File: src/rtl/conway_pkg.sv
// Shared constants, FSM states and address-width helper for the Conway row feeder.
// Defining CONWAY_TORUS_EN wraps the grid edges so the board becomes a torus.
package conway_pkg;

    localparam int WORD_LEN = 20;
    localparam int WIN_LEN  = 22;

`ifdef CONWAY_TORUS_EN
    localparam bit TORUS_EN = 1'b1;
`else
    localparam bit TORUS_EN = 1'b0;
`endif

    // Column indices inside the 3x3 word register array.
    localparam logic [1:0] COL_LEFT   = 2'd0;
    localparam logic [1:0] COL_CENTRE = 2'd1;
    localparam logic [1:0] COL_RIGHT  = 2'd2;

    typedef enum logic [2:0] {
        ST_IDLE,
        ST_PRIME,
        ST_FETCH,
        ST_EMIT,
        ST_DONE
    } state_e;

    function automatic int addr_w(input int n);
        return (n > 1) ? $clog2(n) : 1;
    endfunction

endpackage

File: src/rtl/conway_row_feeder_if.sv
// Bundle of the feeder's control, read, window and write signals.
// master = the feeder itself, slave = RAMs / cell array / controller around it.
interface conway_row_feeder_if #(
    parameter int GRID_ROWS  = 480,
    parameter int GRID_WORDS = 32
);
    import conway_pkg::*;

    localparam int RW = addr_w(GRID_ROWS);
    localparam int WW = addr_w(GRID_WORDS);

    logic                start;
    logic                busy;
    logic                done;
    logic                rd_en;
    logic [RW-1:0]       rd_row;
    logic [WW-1:0]       rd_word;
    logic [WORD_LEN-1:0] rd_data;
    logic [WIN_LEN-1:0]  top_row;
    logic [WIN_LEN-1:0]  middle_row;
    logic [WIN_LEN-1:0]  bottom_row;
    logic                win_valid;
    logic [WORD_LEN-1:0] result;
    logic                wr_en;
    logic [RW-1:0]       wr_row;
    logic [WW-1:0]       wr_word;
    logic [WORD_LEN-1:0] wr_data;
    logic                wr_ready;

    modport master (
        input  start, rd_data, result, wr_ready,
        output busy, done, rd_en, rd_row, rd_word,
               top_row, middle_row, bottom_row, win_valid,
               wr_en, wr_row, wr_word, wr_data
    );

    modport slave (
        output start, rd_data, result, wr_ready,
        input  busy, done, rd_en, rd_row, rd_word,
               top_row, middle_row, bottom_row, win_valid,
               wr_en, wr_row, wr_word, wr_data
    );

endinterface

File: src/rtl/conway_col_fetch.sv
// Four-cycle column loader: reads rows r-1, r, r+1 of one word, then one capture cycle.
// Edge rows are zero-filled, or wrapped when CONWAY_TORUS_EN is defined.
module conway_col_fetch
    import conway_pkg::*;
#(
    parameter int GRID_ROWS  = 480,
    parameter int GRID_WORDS = 32
) (
    input  logic                             clk,
    input  logic                             reset_n,
    input  logic                             go_i,
    input  logic                             zero_i,
    input  logic [addr_w(GRID_ROWS)-1:0]     row_i,
    input  logic [addr_w(GRID_WORDS)-1:0]    word_i,
    input  logic [WORD_LEN-1:0]              rd_data_i,
    output logic                             rd_en_o,
    output logic [addr_w(GRID_ROWS)-1:0]     rd_row_o,
    output logic [addr_w(GRID_WORDS)-1:0]    rd_word_o,
    output logic                             cap_valid_o,
    output logic [1:0]                       cap_slot_o,
    output logic [WORD_LEN-1:0]              cap_data_o,
    output logic                             last_o
);

    localparam int RW = addr_w(GRID_ROWS);

    logic [1:0]    phase_q, phase_d;
    logic          rd_pend_q;
    int            tgt_row;
    logic          in_grid;
    logic [RW-1:0] row_addr;

    // Phase 0/1/2 addresses rows r-1/r/r+1; phase 3 only captures the last word.
    always_comb begin
        tgt_row  = int'(row_i) + int'(phase_q) - 1;
        in_grid  = (tgt_row >= 0) && (tgt_row < GRID_ROWS);
        row_addr = '0;
        if (in_grid) begin
            row_addr = tgt_row[RW-1:0];
        end
        if (TORUS_EN) begin
            in_grid = 1'b1;
            if (tgt_row < 0) begin
                row_addr = RW'(GRID_ROWS - 1);
            end else if (tgt_row >= GRID_ROWS) begin
                row_addr = '0;
            end
        end
    end

    assign rd_en_o     = go_i && (phase_q != 2'd3) && in_grid && !zero_i;
    assign rd_row_o    = rd_en_o ? row_addr : '0;
    assign rd_word_o   = rd_en_o ? word_i : '0;
    assign last_o      = go_i && (phase_q == 2'd3);
    assign cap_valid_o = go_i && (phase_q != 2'd0);
    assign cap_slot_o  = phase_q - 2'd1;
    // A slot with no read behind it loads a dead word.
    assign cap_data_o  = rd_pend_q ? rd_data_i : '0;

    assign phase_d = go_i ? phase_q + 2'd1 : 2'd0;

    always_ff @(posedge clk or negedge reset_n) begin
        if (!reset_n) begin
            phase_q   <= 2'd0;
            rd_pend_q <= 1'b0;
        end else begin
            phase_q   <= phase_d;
            rd_pend_q <= rd_en_o;
        end
    end

endmodule

File: src/rtl/conway_row_feeder.sv
// Streams 3x3 word neighbourhoods of the current generation to a cell array and writes back results.
// CONWAY_TORUS_EN selects wrap-around edges instead of dead borders.
module conway_row_feeder
    import conway_pkg::*;
#(
    parameter int GRID_ROWS  = 480,
    parameter int GRID_WORDS = 32
) (
    input  logic                 clk,
    input  logic                 reset_n,
    conway_row_feeder_if.master  bus
);

    localparam int RW = addr_w(GRID_ROWS);
    localparam int WW = addr_w(GRID_WORDS);
    localparam logic [RW-1:0] LAST_ROW  = RW'(GRID_ROWS - 1);
    localparam logic [WW-1:0] LAST_WORD = WW'(GRID_WORDS - 1);

    state_e              state_q;
    logic [RW-1:0]       row_q;
    logic [WW-1:0]       word_q;
    logic                prime_left_q;
    logic [WORD_LEN-1:0] col_q [3][3];   // [column][row slot]

    logic                fetch_go;
    logic                fetch_zero;
    logic [WW-1:0]       fetch_word;
    logic [1:0]          fetch_col;
    logic                fetch_last;
    logic                cap_valid;
    logic [1:0]          cap_slot;
    logic [WORD_LEN-1:0] cap_data;
    logic [WIN_LEN-1:0]  win_rows [3];

    // Which word is being loaded and into which column, decoded from the FSM.
    always_comb begin
        fetch_go   = 1'b0;
        fetch_zero = 1'b0;
        fetch_word = '0;
        fetch_col  = COL_CENTRE;
        unique case (state_q)
            ST_PRIME: begin
                fetch_go = 1'b1;
                if (prime_left_q) begin
                    fetch_col  = COL_LEFT;
                    fetch_word = LAST_WORD;
                end
            end
            ST_FETCH: begin
                fetch_go  = 1'b1;
                fetch_col = COL_RIGHT;
                if (word_q == LAST_WORD) begin
                    fetch_zero = !TORUS_EN;
                end else begin
                    fetch_word = word_q + 1'b1;
                end
            end
            default: ;
        endcase
    end

    conway_col_fetch #(
        .GRID_ROWS  (GRID_ROWS),
        .GRID_WORDS (GRID_WORDS)
    ) u_col_fetch (
        .clk         (clk),
        .reset_n     (reset_n),
        .go_i        (fetch_go),
        .zero_i      (fetch_zero),
        .row_i       (row_q),
        .word_i      (fetch_word),
        .rd_data_i   (bus.rd_data),
        .rd_en_o     (bus.rd_en),
        .rd_row_o    (bus.rd_row),
        .rd_word_o   (bus.rd_word),
        .cap_valid_o (cap_valid),
        .cap_slot_o  (cap_slot),
        .cap_data_o  (cap_data),
        .last_o      (fetch_last)
    );

    always_ff @(posedge clk or negedge reset_n) begin
        if (!reset_n) begin
            state_q      <= ST_IDLE;
            row_q        <= '0;
            word_q       <= '0;
            prime_left_q <= 1'b0;
            for (int c = 0; c < 3; c++) begin
                for (int r = 0; r < 3; r++) begin
                    col_q[c][r] <= '0;
                end
            end
        end else begin
            if (cap_valid) begin
                col_q[fetch_col][cap_slot] <= cap_data;
            end
            unique case (state_q)
                ST_IDLE: begin
                    if (bus.start) begin
                        state_q      <= ST_PRIME;
                        row_q        <= '0;
                        word_q       <= '0;
                        prime_left_q <= TORUS_EN;
                        for (int c = 0; c < 3; c++) begin
                            for (int r = 0; r < 3; r++) begin
                                col_q[c][r] <= '0;
                            end
                        end
                    end
                end
                ST_PRIME: begin
                    if (fetch_last) begin
                        if (prime_left_q) begin
                            prime_left_q <= 1'b0;
                        end else begin
                            state_q <= ST_FETCH;
                        end
                    end
                end
                ST_FETCH: begin
                    if (fetch_last) begin
                        state_q <= ST_EMIT;
                    end
                end
                ST_EMIT: begin
                    if (bus.wr_ready) begin
                        for (int r = 0; r < 3; r++) begin
                            col_q[COL_LEFT][r]   <= col_q[COL_CENTRE][r];
                            col_q[COL_CENTRE][r] <= col_q[COL_RIGHT][r];
                        end
                        if (word_q == LAST_WORD) begin
                            // Row finished: the next row starts with a dead left border.
                            word_q <= '0;
                            for (int r = 0; r < 3; r++) begin
                                col_q[COL_LEFT][r] <= '0;
                            end
                            if (row_q == LAST_ROW) begin
                                state_q <= ST_DONE;
                            end else begin
                                row_q        <= row_q + 1'b1;
                                prime_left_q <= TORUS_EN;
                                state_q      <= ST_PRIME;
                            end
                        end else begin
                            word_q  <= word_q + 1'b1;
                            state_q <= ST_FETCH;
                        end
                    end
                end
                ST_DONE: state_q <= ST_IDLE;
                default: state_q <= ST_IDLE;
            endcase
        end
    end

    // Window row = {right bit 0, centre word, left bit 19}; slot 0 is row r-1.
    genvar gi;
    for (gi = 0; gi < 3; gi++) begin : g_win
        assign win_rows[gi] = {col_q[COL_RIGHT][gi][0],
                               col_q[COL_CENTRE][gi],
                               col_q[COL_LEFT][gi][WORD_LEN-1]};
    end

    assign bus.top_row    = win_rows[0];
    assign bus.middle_row = win_rows[1];
    assign bus.bottom_row = win_rows[2];
    assign bus.busy       = (state_q != ST_IDLE);
    assign bus.done       = (state_q == ST_DONE);
    assign bus.win_valid  = (state_q == ST_EMIT);
    assign bus.wr_en      = (state_q == ST_EMIT) && bus.wr_ready;
    assign bus.wr_row     = row_q;
    assign bus.wr_word    = word_q;
    assign bus.wr_data    = bus.result;

endmodule

File: src/flat_wrapper.sv
// flat-port wrapper written by rule: the top's interface ports become plain ports
module conway_row_feeder_flat import conway_pkg::*;
#(
    parameter int GRID_ROWS  = 480,
    parameter int GRID_WORDS = 32
)
  (clk, reset_n, bus_start, bus_rd_data, bus_result, bus_wr_ready, bus_busy, bus_done, bus_rd_en, bus_rd_row, bus_rd_word, bus_top_row, bus_middle_row, bus_bottom_row, bus_win_valid, bus_wr_en, bus_wr_row, bus_wr_word, bus_wr_data);
  conway_row_feeder_if #(.GRID_ROWS(GRID_ROWS), .GRID_WORDS(GRID_WORDS)) bus_i ();
  input  logic clk;
  input  logic reset_n;
  input wire logic [$bits(bus_i.start)-1:0] bus_start;
  input wire logic [$bits(bus_i.rd_data)-1:0] bus_rd_data;
  input wire logic [$bits(bus_i.result)-1:0] bus_result;
  input wire logic [$bits(bus_i.wr_ready)-1:0] bus_wr_ready;
  output wire logic [$bits(bus_i.busy)-1:0] bus_busy;
  output wire logic [$bits(bus_i.done)-1:0] bus_done;
  output wire logic [$bits(bus_i.rd_en)-1:0] bus_rd_en;
  output wire logic [$bits(bus_i.rd_row)-1:0] bus_rd_row;
  output wire logic [$bits(bus_i.rd_word)-1:0] bus_rd_word;
  output wire logic [$bits(bus_i.top_row)-1:0] bus_top_row;
  output wire logic [$bits(bus_i.middle_row)-1:0] bus_middle_row;
  output wire logic [$bits(bus_i.bottom_row)-1:0] bus_bottom_row;
  output wire logic [$bits(bus_i.win_valid)-1:0] bus_win_valid;
  output wire logic [$bits(bus_i.wr_en)-1:0] bus_wr_en;
  output wire logic [$bits(bus_i.wr_row)-1:0] bus_wr_row;
  output wire logic [$bits(bus_i.wr_word)-1:0] bus_wr_word;
  output wire logic [$bits(bus_i.wr_data)-1:0] bus_wr_data;
  assign bus_i.start = bus_start;
  assign bus_i.rd_data = bus_rd_data;
  assign bus_i.result = bus_result;
  assign bus_i.wr_ready = bus_wr_ready;
  assign bus_busy = bus_i.busy;
  assign bus_done = bus_i.done;
  assign bus_rd_en = bus_i.rd_en;
  assign bus_rd_row = bus_i.rd_row;
  assign bus_rd_word = bus_i.rd_word;
  assign bus_top_row = bus_i.top_row;
  assign bus_middle_row = bus_i.middle_row;
  assign bus_bottom_row = bus_i.bottom_row;
  assign bus_win_valid = bus_i.win_valid;
  assign bus_wr_en = bus_i.wr_en;
  assign bus_wr_row = bus_i.wr_row;
  assign bus_wr_word = bus_i.wr_word;
  assign bus_wr_data = bus_i.wr_data;
  conway_row_feeder #(.GRID_ROWS(GRID_ROWS), .GRID_WORDS(GRID_WORDS)) u_core (.clk(clk), .reset_n(reset_n), .bus(bus_i));
endmodule
File: config.mk
export PLATFORM = sky130hd
export DESIGN_NAME = conway_row_feeder_flat
export DESIGN_NICKNAME = d
export VERILOG_FILES = /design/src/rtl/conway_pkg.sv /design/src/rtl/conway_row_feeder_if.sv /design/src/rtl/conway_col_fetch.sv /design/src/rtl/conway_row_feeder.sv /design/src/flat_wrapper.sv
export SDC_FILE = /design/constraint.sdc
export NUM_CORES = 1
export LEC_CHECK = 0
export ABC_AREA = 1
export BUFFER_PORTS_ARGS = -buffer_cell sky130_fd_sc_hd__clkbuf_2
export CORE_UTILIZATION = 55
export CTS_CLUSTER_SIZE = 24
export DETAILED_ROUTE_END_ITERATION = 12
export GPL_ROUTABILITY_DRIVEN = 0
export PLACE_DENSITY = 0.79
export SYNTH_ARGS = -nofsm -noshare
export SYNTH_HDL_FRONTEND = slang
export SYNTH_SLANG_ARGS = --single-unit
export TNS_END_PERCENT = 1
File: constraint.sdc
create_clock -name clk -period 4.6 [get_ports clk]
set_input_delay 0.92 -clock clk [delete_from_list [all_inputs] [get_ports clk]]
set_output_delay 0.92 -clock clk [all_outputs]
set_load 0.01 [all_outputs]
==> impl_summary.txt, run 1 <==
----------------------------------------------------
[Status]
  Outcome ... finished clean

[Clock network]
  Maximum buffer depth of the clock tree ... 2
  Clock tree from TritonCTS ... built
  CTS Buf Count ... 17
  Clock sink count ... 143
  Clk slew on worst S/H paths ... 60 ps
  Hold-fix buffer count after cts ... 0
  Clk Latency, worst-skew pair ... 430 ps
  Buffer type at the clock tree root ... sky130_fd_sc_hd__clkbuf_16
  H-tree Lvls ... 4
  Setup Buffers After CTS ... 0

[Timing]
  Final Critical Period ... 4230 ps
  Period utilisation layout ... 91.9%
  Actual slew at the worst max-slew pin ... 1210 ps
  Remaining max-slew budget at the tightest pin ... 19.4%
  Worst path setup slack after routing ... 371 ps
  Final hold slack ... 489 ps
  Slew Limit Fails ... 0
  Setup_tns ... 0 ps
  Max Clock Skew ... 14.4 ps
  Final hold violation count ... 0
  Final number of setup-violating endpoints ... 0
  Unrepaired setup endpoints after global routing ... no
  Max frequency ... 0.236 GHz

[Drt]
  Detailed-route DRC error count ... 0
  Vias per inst ... 5.58
  DR vias ... 6,398
  Post-detailed-route count of antenna-violating nets ... 0
  Routed length per placed instance ... 16.3 um
  Wirelength, routed ... 18,600 um
  Drt first pass iters ... 5
  Number of violations reported at the end of detailed-routing iteration 0 ... 536

[Global routing]
  Global-route track usage on met3 ... 5.18%
  Number of antenna violations at the first check in global routing ... 0
  First-pass GRT wire length ... 30,600 um
  GR Overflow Total ... 0
  Total global-route track usage ... 27.2%
  Met2 Resource Use GR ... 42.5%
  Maximum number of pins on one net before global-route repair ... 96
  Met1 GRT Util ... 37.6%
  Busiest layer in global routing ... met2
  Via count of the first global-routing pass ... 6,053

[Floorplan]
  Ports placed on the boundary ... 163
  Die Span Y ... 120 um
  Die width ... 120 um
  Total number of placement rows ... 42
  Die footprint ... 14,400 um2
  Effective utilization at floorplan ... 57.1%
  Core region area ... 13,500 um2

[Synthesis]
  Adder and majority gate portion of the synthesized area ... 2.22%
  Main combinational cell family by area after synthesis ... compound AO/OA/AOI/OAI gates
  Count of mapped cells out of synthesis ... 939
  Sequential element share of the synthesized area ... 46.6%
  Synth top area cells ... sky130_fd_sc_hd__dfrtp_1 (47%), sky130_fd_sc_hd__buf_4 (8.5%), sky130_fd_sc_hd__inv_1 (5.2%)
  Xor and xnor fraction of the mapped netlist area ... 0.342%
  Per-instance average area after synthesis ... 8.18 um2
  Synth Cell Area ... 7680 um2
  Fraction of synthesized area in multiplexers ... 0%
  Synth Warn # ... 0
  Synthesized-area fraction occupied by ao, oa, aoi and oai cells ... 18.8%
  Top cell type by total area after synthesis ... sky130_fd_sc_hd__dfrtp_1
  Number of flip-flops and latches in the synthesized netlist ... 143
  Post-Synthesis Net Count ... 996
  Proportion of netlist area held by the largest area contributor ... 46.6%
  Share of synthesized cell area in and, or, nand and nor gates ... 15.1%
  Count of distinct cell types in the synthesized netlist ... 40

[Worst setup path]
  Top fanout value on the critical path ... 14
  Register-to-Register Setup Slack ... 1790 ps
  Startpoint of the worst register-to-register path ... u_core.u_col_fetch.phase_q[0]$_DFF_PN0_
  Number of cell instances on the worst register-to-register path ... 17
  Worst Setup End Kind ... primary output
  Type of element launching the critical path ... flip-flop
  Crit Path Category ... reg -> out
  WP data arrival ... 3310 ps
  Data required time at the worst endpoint ... 3680 ps
  Worst reg2reg path endpoint ... u_core.u_col_fetch.rd_pend_q$_DFF_PN0_

[Placed design]
  Detailed-placement wirelength estimate ... 12,100 um
  Worst setup slack after placement ... 678 ps
  Placed Area ... 7750 um2
  Count of port buffers added during placement ... 122

[Hold path]
  Destination of the worst hold path ... u_core.bus.bottom_row[2]$_DFF_PN0_
  Number of cells on the worst hold path ... 2
  Worst hold-check path type ... reg -> reg
  Launch point of the worst hold path ... u_core.col_q[1]$_DFF_PN0_

[Layout]
  Count of inserted antenna diode cells ... 0
  Multi-input gate area ... 2800 um2
  Fraction of final layout cells sized beyond drive strength 1 ... 21.9%
  Fillers ... 1,136
  Area growth from synthesis to layout ... 9.63%
  Number of nets in the layout ... 1,015
  Storage element area ... 3580 um2
  Final non-filler cell area ... 8420 um2

[Pwr]
  Int Pwr ... 0.00345 W
  Total design power ... 0.00559 W
  P_sw ... 0.00214 W
  Share of power burned in the clock network ... 27.9%
  Share of total power consumed by net switching ... 38.3%
  Power per cell area ... 664 nW/um2
  Gate power share ... 37.7%
  Sequential group share of total power ... 34.4%
  Maximum vdd ir drop ... 0.310 mV
  LEAKAGE ... 4.40 nW

[Flow run]
  Maxcap violations ... 0

----------------------------------------------------
-- cells in the mapped netlist, drive strengths merged --
cell	n
a21oi	68
a22o	2
a31oi	1
a32o	1
and3	2
buf	101
clkbuf	31
clkinv	1
dfrtp	143
fa	1
ha	12
inv	122
nand2	107
nand3	26
nand3b	1
nand4	3
nor2	110
nor3	5
nor4	1
o2111ai	1
o21ai	141
o21bai	1
o22a	1
o22ai	53
or2	1
xnor2	1
xor2	2
-- final cells by class --
cell class / count / area share, %
flip-flops and latches: 143 / 42.5
multi-input cells: 541 / 33.2
repair buffers: 132 / 8.22
inverters: 123 / 5.48
clock buffers: 17 / 5.05
clock inverters: 15 / 2.87
well taps: 176 / 2.62
-- layout by cell type, fill, tap and decap left out, drive strengths merged, types with 2 or more instances in the layout --
| master | instances |
|---|---|
| o22ai | 53 |
| xor2 | 2 |
| buf | 11 |
| nor3 | 5 |
| ha | 12 |
| nand3 | 26 |
| nor2 | 110 |
| a22o | 2 |
| nand2 | 107 |
| dfrtp | 143 |
| nand4 | 3 |
| and3 | 2 |
| clkbuf | 138 |
| bufinv | 6 |
| inv | 123 |
| clkinv | 7 |
| clkinvlp | 2 |
| a21oi | 68 |
| o21ai | 141 |
-- power groups by stage --
stage,Combinational (W),Sequential [W],Clock [W]
final,0.00211,0.00192,0.00156
after global routing,0.00235,0.00197,0.00162
after CTS,0.00211,0.00192,0.00157
after detailed placement,0.00209,0.00193,0
after global placement,0.00204,0.00192,0
after floorplan,0.00179,0.00185,0
-- flip-flops by register name, summed over array words and instances, names as in the netlist, named ones only --
signal                        flops
u_core.bus.middle_row            21
u_core.state_q                    3
u_core.col_q                     57
u_core.bus.top_row               21
u_core.bus.bottom_row            21
u_core.u_col_fetch.rd_pend_q      1
u_core.bus.wr_word                5
u_core.u_col_fetch.phase_q        2
u_core.bus.wr_row                 9
-- per-layer routing --
metal / routed length [um] / vias up
li1: - / 3031
met1: 8180 / 3057
met2: 8740 / 268
met3: 1360 / 42
met4: 364 / 0
met5: 0 / -
-- how the worst max path moves through the flow --
stage                                            startpoint              to  slack [ps]  depth (start not counted)
CTS                 u_core.u_col_fetch.phase_q[0]$_DFF_PN0_   bus_rd_row[1]         230                         18
global route        u_core.u_col_fetch.phase_q[0]$_DFF_PN0_   bus_rd_row[0]          60                         18
global placement    u_core.u_col_fetch.phase_q[0]$_DFF_PN0_   bus_rd_row[1]         770                         18
finish              u_core.u_col_fetch.phase_q[0]$_DFF_PN0_  bus_rd_word[4]         370                         18
detailed placement  u_core.u_col_fetch.phase_q[0]$_DFF_PN0_   bus_rd_row[1]         680                         18
floorplan                  u_core.bus.wr_row[0]$_DFFE_PN0P_   bus_rd_row[3]        1070                         18
-- worst max-delay path, stage by stage, from the launching register on --
cell                        delay, ps
sky130_fd_sc_hd__dfrtp_2          410
sky130_fd_sc_hd__ha_1             210
sky130_fd_sc_hd__inv_1             70
sky130_fd_sc_hd__fa_1             460
sky130_fd_sc_hd__inv_1            120
sky130_fd_sc_hd__nand3_1           90
sky130_fd_sc_hd__nor2_1           140
sky130_fd_sc_hd__nand2_1           60
sky130_fd_sc_hd__nand2_1           70
sky130_fd_sc_hd__nand2_1           80
sky130_fd_sc_hd__nor2_1           120
sky130_fd_sc_hd__nand2_2           70
sky130_fd_sc_hd__nor2_1            90
sky130_fd_sc_hd__ha_1             130
sky130_fd_sc_hd__o2111ai_1        130
sky130_fd_sc_hd__a21oi_2          210
sky130_fd_sc_hd__nand2_4          160
sky130_fd_sc_hd__nor2_1           120
sky130_fd_sc_hd__clkbuf_2         140
-- metrics by stage --
step                cells  util [%]
floorplan             939         -
CTS                  1147      62.5
global route         1147      62.6
global placement     1115      57.6
finish               1147      62.6
detailed placement   1115      57.6
-- cell families after synthesis --
logic type      Yosys count
buf+inv                 255
fa+ha+maj                13
simple gates            256
compound gates          269
xor+xnor                  3
flops                   143
-- timing repair --
| item | in CTS | in global routing |
|---|---|---|
| endpoints found under the hold margin | 0 | 0 |
| endpoints found under the setup margin | 0 | 14 |
| gates resized for setup | 0 | 2 |
(Power assumes the default switching activity.)
==> run 2, diff against run 1 <==
--- a/config.mk
+++ b/config.mk
@@ -12,6 +12,8 @@
 export DETAILED_ROUTE_END_ITERATION = 12
 export GPL_ROUTABILITY_DRIVEN = 0
 export PLACE_DENSITY = 0.79
+export RECOVER_POWER = 100
+export REMOVE_ABC_BUFFERS = 1
 export SYNTH_ARGS = -nofsm -noshare
 export SYNTH_HDL_FRONTEND = slang
 export SYNTH_SLANG_ARGS = --single-unit
==> run 2 against run 1 <==
Against the previous run:
- sequential share of layout area increased by 1.3 points
- highest routed layer unchanged
- the flow now finishes with violations (capacitance limit, slew limit)
- global-route usage up 0.29 points
- critical endpoint is now bus_rd_row[2]
- register-to-register slack got worse by 900 ps
- total power is 6.1% lower
- via count down 0.48%
- non-clock buffer count stayed put
- combinational power decreased by 5%
==> impl_summary.txt, run 2 (synthesized netlist as in run 1, its figures left out) <==
----------------------------------------------------
[Status]
  Outcome ... finished with violations
  Violations in the final reports ... capacitance limit, slew limit

[Global routing]
  Number of antenna violations at the first check in global routing ... 0
  Total global-route track usage ... 27.5%
  Via count of the first global-routing pass ... 6,092
  Maximum number of pins on one net before global-route repair ... 80
  First-pass GRT wire length ... 30,800 um
  GR Overflow Total ... 0

[Drt]
  Drt first pass iters ... 5
  Detail Route met2 WL ... 8890 um
  Top layer used by detailed routing ... met4
  Routed length per placed instance ... 16.6 um
  Number of violations reported at the end of detailed-routing iteration 0 ... 533
  Vias per inst ... 5.56
  Detailed-route DRC error count ... 0
  Met1 routed wirelength after detailed routing ... 8440 um
  Met3 wire len ... 1340 um
  DR vias ... 6,367
  Wirelength, routed ... 19,100 um
  Post-detailed-route count of antenna-violating nets ... 0

[Layout]
  Utilization of the core after routing ... 60.6%
  Storage element area ... 3580 um2
  Number of flip-flops in the largest register ... 57
  Register with the highest flop count ... u_core.col_q
  Most common library cell in the layout ignoring fill and taps ... sky130_fd_sc_hd__dfrtp_1
  Count of inserted antenna diode cells ... 0
  Number of nets in the layout ... 1,015
  Fillers ... 1,247
  Commonest cells after routing, fill and taps aside ... sky130_fd_sc_hd__dfrtp_1 (143), sky130_fd_sc_hd__o21ai_0 (132), sky130_fd_sc_hd__inv_1 (112), sky130_fd_sc_hd__nor2_1 (101), sky130_fd_sc_hd__clkbuf_1 (98)
  Area growth from synthesis to layout ... 6.24%
  Multi-input gate area ... 2770 um2
  Fraction of final layout cells sized beyond drive strength 1 ... 10.2%

[Timing]
  Setup_tns ... 0 ps
  Max Clock Skew ... 7.61 ps
  Actual slew at the worst max-slew pin ... 1970 ps
  Max frequency ... 0.233 GHz
  Slew Limit Fails ... 188
  Final number of setup-violating endpoints ... 0
  Final Critical Period ... 4290 ps
  Remaining max-slew budget at the tightest pin ... -31.2%
  Final hold violation count ... 0
  Unrepaired setup endpoints after global routing ... no
  Period utilisation layout ... 93.2%

[Worst setup path]
  Worst reg2reg path endpoint ... u_core.bus.middle_row[7]$_DFF_PN0_
  Capture point of the critical path ... bus_rd_row[2]
  Worst Setup End Kind ... primary output
  Startpoint of the worst register-to-register path ... u_core.state_q[0]$_DFFE_PN0P_
  Crit-path most repeated cell ... sky130_fd_sc_hd__nor2_1
  Critical Path Start ... u_core.u_col_fetch.phase_q[0]$_DFF_PN0_
  Register-to-Register Setup Slack ... 890 ps
  Top fanout value on the critical path ... 14
  WP data arrival ... 3370 ps
  Largest stage delay on the critical path ... 450 ps
  Type of element launching the critical path ... flip-flop
  Data required time at the worst endpoint ... 3680 ps
  Cells traversed along the worst timing path ... ha_1 > inv_1 > fa_1 > inv_1 > nand3_1 > nor2_1 > nand2_1 > nand2_1 > nand2_1 > nor2_1 > nand2_2 > nor2_1 > ha_1 > o2111ai_1 > a21oi_2 > nand2_4 > nor2_1 > clkbuf_1
  Critical-path cell with the highest stage delay ... sky130_fd_sc_hd__dfrtp_1
  Number of cell instances on the worst register-to-register path ... 8
  Crit Path Category ... reg -> out

[Clock network]
  Hold-fix buffer count after cts ... 0
  Clk slew on worst S/H paths ... 60 ps
  Buffer type at the clock tree root ... sky130_fd_sc_hd__clkbuf_16
  H-tree Lvls ... 4
  Clock tree from TritonCTS ... built
  Clk Latency, worst-skew pair ... 410 ps
  Maximum buffer depth of the clock tree ... 2
  Setup Buffers After CTS ... 0
  Clock sink count ... 143
  CTS Buf Count ... 17
  Post-CTS resize count ... 0

[Floorplan]
  Die footprint ... 14,400 um2
  Effective utilization at floorplan ... 57.1%
  Total number of placement rows ... 42
  Core region area ... 13,500 um2
  Die width ... 120 um
  Die Span Y ... 120 um
  Ports placed on the boundary ... 163

[Hold path]
  Worst hold-check path type ... reg -> reg
  Number of cells on the worst hold path ... 2

[Pwr]
  P_sw ... 0.00209 W
  Power per cell area ... 643 nW/um2
  LEAKAGE ... 4.03 nW
  Maximum vdd ir drop ... 0.338 mV
  Sequential group share of total power ... 36.4%
  Int Pwr ... 0.00316 W
  Gate power share ... 38.1%
  Share of power burned in the clock network ... 25.5%
  Share of total power consumed by net switching ... 39.8%

[Placed design]
  Detailed-placement wirelength estimate ... 12,100 um
  Count of port buffers added during placement ... 122

[Flow run]
  Maxcap violations ... 4

----------------------------------------------------
-- run 2: cell types whose count changed in the layout (fill, tap and decap cells not counted), moves of 2 or more --
cell / delta
sky130_fd_sc_hd__clkbuf_2: -89
sky130_fd_sc_hd__bufinv_16: -4
sky130_fd_sc_hd__inv_1: +5
sky130_fd_sc_hd__nor2_1: +6
sky130_fd_sc_hd__clkbuf_1: +98
sky130_fd_sc_hd__buf_4: -6
sky130_fd_sc_hd__nor2_2: -5
sky130_fd_sc_hd__clkinv_1: +2
sky130_fd_sc_hd__o21ai_1: -60
sky130_fd_sc_hd__inv_2: -7
sky130_fd_sc_hd__o21ai_0: +60
sky130_fd_sc_hd__clkbuf_8: +2
-- run 2: area by class of cell --
| cell class | count | area share [%] |
|---|---|---|
| flip-flops and latches | 143 | 43.9 |
| multi-input cells | 541 | 34.0 |
| repair buffers | 132 | 6.75 |
| inverters | 123 | 5.66 |
| clock buffers | 21 | 5.64 |
| well taps | 176 | 2.70 |
| clock inverters | 10 | 1.40 |
-- run 2: power by group through the flow --
stage                     logic (W)  clock network (W)  registers, W
after floorplan             0.00130                  0       0.00198
after global placement      0.00206                  0       0.00192
after detailed placement    0.00211                  0       0.00193
after CTS                   0.00213            0.00135       0.00191
after global routing        0.00225            0.00140       0.00196
final                       0.00200            0.00134       0.00191
-- run 2: metal layers --
| metal | global-route usage (%) | up-vias |
|---|---|---|
| met1 | 37.6 | 3040 |
| li1 | - | 3022 |
| met2 | 42.9 | 269 |
| met4 | 9.69 | 0 |
| met5 | 0 | - |
| met3 | 6.23 | 36 |
-- run 2: worst max-delay path: cells and delay by family (launching register included) --
kind            cells  cell delay (ps)
simple gates       10              970
flops               1              450
fa+ha+maj           3              830
compound gates      2              340
buf+inv             3              340
-- run 2: how the worst min path moves through the flow --
stage,startpoint,end,slack (ps)
2_1_floorplan,u_core.col_q[1]$_DFF_PN0_,u_core.bus.bottom_row[2]$_DFF_PN0_,450
3_3_place_gp,u_core.col_q[23]$_DFF_PN0_,u_core.bus.middle_row[4]$_DFF_PN0_,470
3_5_place_dp,u_core.col_q[5]$_DFF_PN0_,u_core.bus.bottom_row[6]$_DFF_PN0_,470
4_1_cts,u_core.col_q[41]$_DFF_PN0_,u_core.bus.top_row[2]$_DFF_PN0_,500
5_1_grt,u_core.col_q[41]$_DFF_PN0_,u_core.bus.top_row[2]$_DFF_PN0_,510
6_report,u_core.col_q[41]$_DFF_PN0_,u_core.bus.top_row[2]$_DFF_PN0_,490
-- run 2: metrics by stage --
stage / worst slack (ps) / std cells / instance area (um2) / hold WS (ps) / total power, W
after global placement: 780 / 1115 / 7770 / 472 / 0.00398
final: 314 / 1146 / 8160 / 486 / 0.00525
after floorplan: 1000 / 807 / 6830 / 454 / 0.00328
after CTS: 198 / 1146 / 8340 / 497 / 0.00540
after global routing: 34.6 / 1146 / 8160 / 508 / 0.00560
after detailed placement: 655 / 1115 / 7770 / 468 / 0.00404
